### config.mk
export PLATFORM = sky130hd
export DESIGN_NAME = samp_seq
export DESIGN_NICKNAME = d
export VERILOG_FILES = /design/src/rtl/samp_seq_pkg.sv /design/src/rtl/samp_addr_ctr.sv /design/src/rtl/samp_seq.sv
export SDC_FILE = /design/constraint.sdc
export NUM_CORES = 1
export LEC_CHECK = 0
export CORE_ASPECT_RATIO = 1.1
export CORE_MARGIN = 5
export CORE_UTILIZATION = 48
export CTS_CLUSTER_DIAMETER = 30
export DETAILED_ROUTE_END_ITERATION = 6
export GPL_TIMING_DRIVEN = 0
export PLACE_DENSITY = 0.86
export REMOVE_ABC_BUFFERS = 1
export SKIP_CTS_REPAIR_TIMING = 1
export SLEW_MARGIN = 20
export SYNTH_ARGS = -nofsm -noshare
export SYNTH_HDL_FRONTEND = slang
export SYNTH_HIERARCHICAL = 1
export SYNTH_SLANG_ARGS = --single-unit
### constraint.sdc
create_clock -name clk_tx -period 2.8 [get_ports clk_tx]
set_clock_uncertainty 0.1 [all_clocks]
set_input_delay 0.28 -clock clk_tx [delete_from_list [all_inputs] [get_ports clk_tx]]
set_output_delay 0.28 -clock clk_tx [all_outputs]
set_load 0.05 [all_outputs]
### src/rtl/samp_seq_pkg.sv
// Shared types and defaults for the sample sequencer (samp_seq) and its address counter.
package samp_seq_pkg;

    localparam int ADDR_WID_DEF = 10;
    localparam int SAMP_WID_DEF = 16;
    localparam int SAMP_CNT_WID = 16;

    typedef enum logic [1:0] {
        IDLE,
        WAIT_STROBE,
        FETCH,
        PRESENT
    } state_t;

endpackage

### src/rtl/samp_addr_ctr.sv
// Waveform index counter: latches the sample count at run start and steps 0..nsamp_lat-1, wrapping.
module samp_addr_ctr
    import samp_seq_pkg::*;
#(
    parameter int ADDR_WID = ADDR_WID_DEF
) (
    input  logic                clk_tx,
    input  logic                rst_clk_tx,
    input  logic                latch_en,
    input  logic                clr_en,
    input  logic                adv_en,
    input  logic [ADDR_WID:0]   nsamp,
    output logic [ADDR_WID-1:0] index
);

    localparam logic [ADDR_WID:0] ONE = {{ADDR_WID{1'b0}}, 1'b1};

    logic [ADDR_WID:0] nsamp_lat;
    logic [ADDR_WID:0] last_idx;

    assign last_idx = nsamp_lat - ONE;

    // A zero-length waveform is treated as a single sample so the wrap point stays defined.
    always_ff @(posedge clk_tx or posedge rst_clk_tx) begin
        if (rst_clk_tx) begin
            nsamp_lat <= ONE;
            index     <= '0;
        end else begin
            if (latch_en) begin
                nsamp_lat <= (nsamp == '0) ? ONE : nsamp;
            end
            if (clr_en) begin
                index <= '0;
            end else if (adv_en) begin
                index <= ({1'b0, index} == last_idx) ? '0 : index + ADDR_WID'(1);
            end
        end
    end

endmodule

### src/rtl/samp_seq.sv
// Sample sequencer: steps through waveform RAM on each sample strobe and hands samples to the DAC serializer.
// Define SAMP_SEQ_DBG_CNT_EN to build the saturating handshake counter driving samp_cnt.
module samp_seq
    import samp_seq_pkg::*;
#(
    parameter int ADDR_WID = ADDR_WID_DEF,
    parameter int SAMP_WID = SAMP_WID_DEF,
    parameter int RAM_LAT  = 1
) (
    input  logic                    clk_tx,
    input  logic                    rst_clk_tx,
    input  logic                    en_clk_samp,
    input  logic                    samp_gen_go,
    input  logic [ADDR_WID:0]       nsamp,
    output logic [ADDR_WID-1:0]     ram_addr,
    output logic                    ram_rd_en,
    input  logic [SAMP_WID-1:0]     ram_dout,
    output logic [SAMP_WID-1:0]     samp,
    output logic                    samp_val,
    input  logic                    samp_rdy,
    output logic                    overrun,
    input  logic                    clr_overrun,
    output logic [SAMP_CNT_WID-1:0] samp_cnt
);

    state_t                state_q;
    state_t                state_d;
    logic [1:0]            lat_cnt;
    logic [ADDR_WID-1:0]   index;
    logic                  start;
    logic                  issue_rd;
    logic                  capture;
    logic                  adv_idx;
    logic                  set_ovr;
    logic                  xfer;

    assign xfer = samp_val & samp_rdy;

    samp_addr_ctr #(
        .ADDR_WID (ADDR_WID)
    ) u_addr_ctr (
        .clk_tx     (clk_tx),
        .rst_clk_tx (rst_clk_tx),
        .latch_en   (start),
        .clr_en     (start),
        .adv_en     (adv_idx),
        .nsamp      (nsamp),
        .index      (index)
    );

    always_ff @(posedge clk_tx or posedge rst_clk_tx) begin
        if (rst_clk_tx) begin
            state_q <= IDLE;
        end else begin
            state_q <= state_d;
        end
    end

    // A strobe that finds the previous sample untaken still consumes its slot; one landing
    // while a fetch is in flight is dropped outright.
    always_comb begin
        state_d  = state_q;
        start    = 1'b0;
        issue_rd = 1'b0;
        capture  = 1'b0;
        adv_idx  = 1'b0;
        set_ovr  = 1'b0;
        case (state_q)
            IDLE: begin
                if (samp_gen_go) begin
                    start   = 1'b1;
                    state_d = WAIT_STROBE;
                end
            end
            WAIT_STROBE: begin
                if (!samp_gen_go) begin
                    state_d = IDLE;
                end else if (en_clk_samp) begin
                    if (samp_val && !samp_rdy) begin
                        set_ovr = 1'b1;
                        adv_idx = 1'b1;
                    end else begin
                        issue_rd = 1'b1;
                        state_d  = FETCH;
                    end
                end
            end
            FETCH: begin
                set_ovr = en_clk_samp;
                if (lat_cnt == 2'(RAM_LAT)) begin
                    capture = 1'b1;
                    state_d = PRESENT;
                end
            end
            PRESENT: begin
                set_ovr = en_clk_samp;
                adv_idx = 1'b1;
                state_d = samp_gen_go ? WAIT_STROBE : IDLE;
            end
            default: state_d = IDLE;
        endcase
    end

    always_ff @(posedge clk_tx or posedge rst_clk_tx) begin
        if (rst_clk_tx) begin
            lat_cnt   <= '0;
            ram_addr  <= '0;
            ram_rd_en <= 1'b0;
            samp      <= '0;
            samp_val  <= 1'b0;
            overrun   <= 1'b0;
        end else begin
            lat_cnt   <= (state_q == FETCH) ? lat_cnt + 2'd1 : 2'd0;
            ram_rd_en <= issue_rd;
            if (issue_rd) begin
                ram_addr <= index;
            end
            if (capture) begin
                samp     <= ram_dout;
                samp_val <= 1'b1;
            end else if (xfer) begin
                samp_val <= 1'b0;
            end
            if (set_ovr) begin
                overrun <= 1'b1;
            end else if (clr_overrun) begin
                overrun <= 1'b0;
            end
        end
    end

`ifdef SAMP_SEQ_DBG_CNT_EN
    logic [SAMP_CNT_WID-1:0] cnt_q;

    always_ff @(posedge clk_tx or posedge rst_clk_tx) begin
        if (rst_clk_tx) begin
            cnt_q <= '0;
        end else if (start) begin
            cnt_q <= '0;
        end else if (xfer && (cnt_q != '1)) begin
            cnt_q <= cnt_q + SAMP_CNT_WID'(1);
        end
    end

    assign samp_cnt = cnt_q;
`else
    assign samp_cnt = '0;
`endif

endmodule
* Word-level counts from Yosys, hierarchy flattened
Cells that the tools add are included. W data, S select, Z words.
Storage, ports and cells: memories kept 0, output and inout bits 45, bits in latches 0, bits in read-only memories 0, word-level logic and storage cells 60, bits in writable memories 0, input bits 33, bits in registers 54
Cells by class: muxes and demuxes 29, eq/ne operators 9, add/sub/neg operators 3, divide/modulo/power cells 0, bitwise logic cells 1, multipliers 0, shift-type cells 0, reductions and logical operators 9, magnitude comparators 0
Operator list (count):
- $mux W10 | 3
- $mux W1 | 16
- $mux W2 | 6
- $eq A10 B11 Y1 | 1
- $logic_not A11 Y1 | 1
- $mux W11 | 1
- $sub A11 B1 Y11 const B | 1
- $add A10 B1 Y10 const B | 1
- $pmux W2 S4 | 1
- $ne A3 B3 Y1 const B | 2
- $reduce_bool A2 Y1 | 3
- $eq A2 B1 Y1 const B | 2
- $eq A2 B2 Y1 const B | 2
- $ne A2 B2 Y1 const B | 2
- $pmux W1 S2 | 2
- $reduce_and A4 Y1 | 1
- $add A2 B1 Y2 const B | 1
- $logic_not A2 Y1 | 1
- $reduce_or A2 Y1 | 1
- $and A1 B1 Y1 | 1
- $logic_and A1 B1 Y1 | 1
- $logic_not A1 Y1 | 1

* Depth between registers and ports, before layout
Gate-level depths: netlist of run 1.
word-level depth 8, gate-level depth with buffers 11, mapped depth without buffers 9

* Cells and area by module
The synthesis of run 1 kept the hierarchy.
Modules (own cells, without submodules):
- samp_seq | cells an instance 102, instances 1, area an instance 1427.6 um^2, seq. area each 825.8 um^2
- samp_addr_ctr | cells an instance 152, instances 1, area an instance 1413.9 um^2, seq. area each 526.8 um^2

* Worst setup path after synthesis of run 1
Ideal clock, no wire load.
path kind reg-to-reg, start point register u_addr_ctr.nsamp_lat[0], end point register u_addr_ctr.index[3], data arrival time 2295 ps, library setup time 128 ps, slack 277 ps, clock period less this slack 2523 ps, data required time 2572 ps, cell stages (with the launch flop) 12, path buffers 2, cell sequence dfstp_2 > inv_1 > ha_1 > buf_2 > xor2_1 > nor2_1 > o31ai_1 > nor4_1 > a31oi_4 > buf_6 > a31oi_1 > o31ai_1
Between the ends: word-level cells in the longest chain between the ends 5
Ends and longest elaborated chain:
- start, declared | line samp_addr_ctr.sv:18 | logic [ADDR_WID:0] nsamp_lat;
- start signal, assigned | line samp_addr_ctr.sv:30 | nsamp_lat <= (nsamp == '0) ? ONE : nsamp;
- $sub A11 B1 Y11 | line samp_addr_ctr.sv:21 | assign last_idx = nsamp_lat - ONE;
- $eq A10 B11 Y1 | line samp_addr_ctr.sv:35 | index <= ({1'b0, index} == last_idx) ? '0 : index + ADDR_WID'(1);
- $mux W10 | line samp_addr_ctr.sv:35
- $mux W10 | line samp_addr_ctr.sv:34 | end else if (adv_en) begin
- $mux W10 | line samp_addr_ctr.sv:32 | if (clr_en) begin
- end signal, assigned | line samp_addr_ctr.sv:35
- end, declared | line samp_addr_ctr.sv:13 | output logic [ADDR_WID-1:0] index
No other way between the ends. The select of a mux whose other input is x is not followed. A chain may end at the register's enable or synchronous reset.

* Worst setup path in the final report of run 1
start point register u_addr_ctr.nsamp_lat[0], end point register u_addr_ctr.index[8]
The elaborated chain is that of the path after synthesis.

==> results.cfg, run 1 <==
[run_status]
outcome = completed

[power]
cellPowerDensity_mw_per_mm2 = 979.6
p_leak_nw = 1.498
irDropWorstVdd_mv = 0.6704
power_w = 0.003474

[drt]
ant_nets = 0
detail_route.wl_per_cell_um = 15.28
detailed_route_via_count = 2036
via_per_inst = 5.234
totalWireLength_mm = 5.944
drt_drc_violations_left = 0
detailedRoute.firstPassIterationCount = 4
initialDrtViolationCount = 103

[place]
globalplace.congestion = 0.8332
detailedPlacementHpwl_mm = 4.451
numPortBuffers = 61

[clocking]
tritoncts_num_sinks = 54
cts.root.buffer_cell = sky130_fd_sc_hd__clkbuf_8
clk_pin_slew_ns = 0.09
clk_latency_ns = 0.31
clk_path_buf_depth = 2
cts_inserted_buffers = 5
tritoncts_clock_tree = built
cts.htree.levels = 2

[critical_path]
worst_r2r_path_depth = 7
cp_data_required_time_ns = 2.91
arrival_ns = 2.74
sequence_of_cells_on_the_critical_path = inv_1, ha_2, a32o_1, a221o_1, a31oi_4, nand2_4, o311ai_2
crit_fanout = 12
cpPeakStageDelay_ns = 0.62
critical-path-slowest-cell = sky130_fd_sc_hd__dfstp_2
start_kind = register
setup.worst_path.end_class = register
worstSetupPathType = register to register

[timing]
timing_hold_violations_final = 0
setup_violations = 0
grt_setup_unrepaired = no
timing.max_slew.rel_slack_pct = 43.49
final_period_demand_of_the_worst_path_ns = 2.621
fin_tns_setup_ns = 0
worst-slew-pin-transition_ns = 0.8467
finalCritPeriodShare_pct = 93.62
timing.final.max_slew_violations = 0
clock.fmax_ghz = 0.3815

[global_routing]
grt_pass1_wl_mm = 9.963
first_global_vias = 2121
groute.layer.met2.usage_pct = 27.34
antenna_found_initial = 0
grt_most_used_layer = met2
met3_usage_pct = 7.755
gr-total-overflow = 0
grt_start_max_net_pins = 34
gr-usage-met1_pct = 17.65
grt.total_usage_pct = 16.00

[logic_synthesis]
postSynthRegisterBits = 54
dominant_synthesized_flop_cell = sky130_fd_sc_hd__dfrtp_1
post_synth_instance_area_mm2 = 0.002841
yosys_warnings = 6
yosys.area.top_type = sky130_fd_sc_hd__dfrtp_1
ys_types = 53
syn_avg_cell_area_um2 = 11.19
async_reset_ff_share_pct = 100.0
yosys-top-cells-area = sky130_fd_sc_hd__dfrtp_1 47%, sky130_fd_sc_hd__mux2_2 13%, sky130_fd_sc_hd__buf_4 4.2%, sky130_fd_sc_hd__xor2_1 2.2%, sky130_fd_sc_hd__nand3_1 2.1%
syn_inst = 254
synth_enable_flop_cells = 0
synth_top_cell_area_share_pct = 46.68
synth.yosys.seq_area_share_pct = 47.60

[finish]
finish.net_count = 347
antenna_cells = 0
area_delta_synth_final_pct = 24.79
drive_gt1_share_pct = 19.55

[run]
cap_viol_max_count = 0

[floorplan]
die-width_um = 83.36
total_die_area_mm2 = 0.007560
die-height_um = 90.70
initial_utilization_pct = 49.25
rows = 29
placeableCoreArea_mm2 = 0.005769
pin_count = 78

[worst_hold_path]
class_of_the_most_critical_hold_timing_path = primary input to async pin
==> critical path: cells and delay by family (launching register included) <==
family | cells | cell delay [ns]
buffers and inverters | 1 | 0.07
AO/OA/AOI/OAI | 4 | 1.34
flip-flops | 1 | 0.62
adder cells (fa/ha/maj) | 1 | 0.27
AND/OR/NAND/NOR | 1 | 0.13
==> flip-flops by register name, summed over array words and instances, names as in the netlist, named ones only <==
signal	count
state_q	1
samp	16
u_addr_ctr/index	10
lat_cnt	2
ram_rd_en	1
u_addr_ctr/nsamp_lat	11
samp_val	1
ram_addr	10
overrun	1
==> synth_stat cells (3+ instances only) <==
cell type,n
sky130_fd_sc_hd__dfrtp_1,53
sky130_fd_sc_hd__mux2_2,34
sky130_fd_sc_hd__buf_4,16
sky130_fd_sc_hd__nand2_1,14
sky130_fd_sc_hd__inv_1,13
sky130_fd_sc_hd__nand3_1,12
sky130_fd_sc_hd__nor2_1,12
sky130_fd_sc_hd__a21oi_1,7
sky130_fd_sc_hd__xor2_1,7
sky130_fd_sc_hd__nor4_1,6
sky130_fd_sc_hd__o21ai_0,5
sky130_fd_sc_hd__a31oi_1,4
sky130_fd_sc_hd__nand2b_1,4
sky130_fd_sc_hd__o31ai_1,4
sky130_fd_sc_hd__buf_2,3
sky130_fd_sc_hd__buf_6,3
sky130_fd_sc_hd__clkbuf_1,3
sky130_fd_sc_hd__ha_1,3
sky130_fd_sc_hd__nor3_1,3
sky130_fd_sc_hd__or3_1,3
sky130_fd_sc_hd__xnor2_1,3
==> logic make-up after synthesis <==
logic type	after synthesis	synth area share, %
buf+inv	39	8.234
fa+ha+maj	3	1.321
flops	54	47.60
compound gates	38	10.48
xor+xnor	11	3.655
simple gates	74	15.10
other cells	1	0.1320
mux	34	13.47
==> cells in the final DEF (no fill, tap or decap), types with 7 or more instances in the layout <==
cell                               n
sky130_fd_sc_hd__conb_1           16
sky130_fd_sc_hd__nor2_1           11
sky130_fd_sc_hd__nand3_1          12
sky130_fd_sc_hd__a21oi_1           7
sky130_fd_sc_hd__clkdlybuf4s50_1  61
sky130_fd_sc_hd__inv_1            12
sky130_fd_sc_hd__nand2_1          14
sky130_fd_sc_hd__dfrtp_1          53
sky130_fd_sc_hd__xor2_1            7
sky130_fd_sc_hd__mux2_2           34
==> metal layers <==
metal | up-vias | wire [µm]
met4 | 0 | 70
met5 | - | 0
met1 | 970 | 2201
met2 | 74 | 2992
met3 | 7 | 680
li1 | 985 | -
==> report_power, final <==
| group | switching (W) | total (W) | internal (W) |
|---|---|---|---|
| Combinational | 0.00103 | 0.00168 | 0.000647 |
| Sequential | 0.000241 | 0.00127 | 0.00103 |
| Clock | 0.000254 | 0.000518 | 0.000264 |
| Total | 0.00153 | 0.00347 | 0.00194 |
==> metrics by stage <==
step           worst slack (ns)  hold slack, ns  area, µm²  std cells  utilization (%)
6_report                 0.1787          0.3143       3546        389            61.46
2_1_floorplan            0.3337          0.1558       2713        243                -
4_1_cts                 0.05437          0.3336       3531        389            61.20
3_5_place_dp            0.07811          0.3484       3422        381            59.31
3_3_place_gp            -0.2417          0.3233       3420        381            59.27
5_1_grt                 0.04575          0.3706       3546        389            61.46
==> final cells by class <==
class                           count  area, µm²
Clock buffer                        5      68.82
Clock inverter                      3      40.04
Fill cell                         437       2223
Inverter                           13      48.80
Multi-Input combinational cell    176       1329
Sequential cell                    54       1353
Tap cell                           77      96.34
Timing Repair Buffer               61      610.6
==> path summary, 6_finish.rpt <==
check / startpoint / end / slack, ns
setup / recovery: u_addr_ctr/nsamp_lat[0]$_DFFE_PP1P_ / u_addr_ctr/index[8]$_DFFE_PP0P_ / 0.18
hold / removal: rst_clk_tx / ram_addr[6]$_DFFE_PP0P_ / 0.31
setup reg to reg: u_addr_ctr/nsamp_lat[0]$_DFFE_PP1P_ / u_addr_ctr/index[8]$_DFFE_PP0P_ / 0.18
hold reg to reg: lat_cnt[0]$_DFF_PP0_ / lat_cnt[0]$_DFF_PP0_ / 0.36
max in group asynchronous: rst_clk_tx / u_addr_ctr/index[1]$_DFFE_PP0P_ / 1.73
min in group clk_tx: lat_cnt[0]$_DFF_PP0_ / lat_cnt[0]$_DFF_PP0_ / 0.36
Power figures use the tool's default switching activity.
==> run 2: changes to the inputs <==
--- a/config.mk
+++ b/config.mk
@@ -8,7 +8,7 @@
 export CORE_ASPECT_RATIO = 1.1
 export CORE_MARGIN = 5
 export CORE_UTILIZATION = 48
-export CTS_CLUSTER_DIAMETER = 30
+export CTS_CLUSTER_DIAMETER = 40
 export DETAILED_ROUTE_END_ITERATION = 6
 export GPL_TIMING_DRIVEN = 0
 export PLACE_DENSITY = 0.86
==> results of run 2 <==
The final DEF is identical to that of run 1; final timing and power are the same.
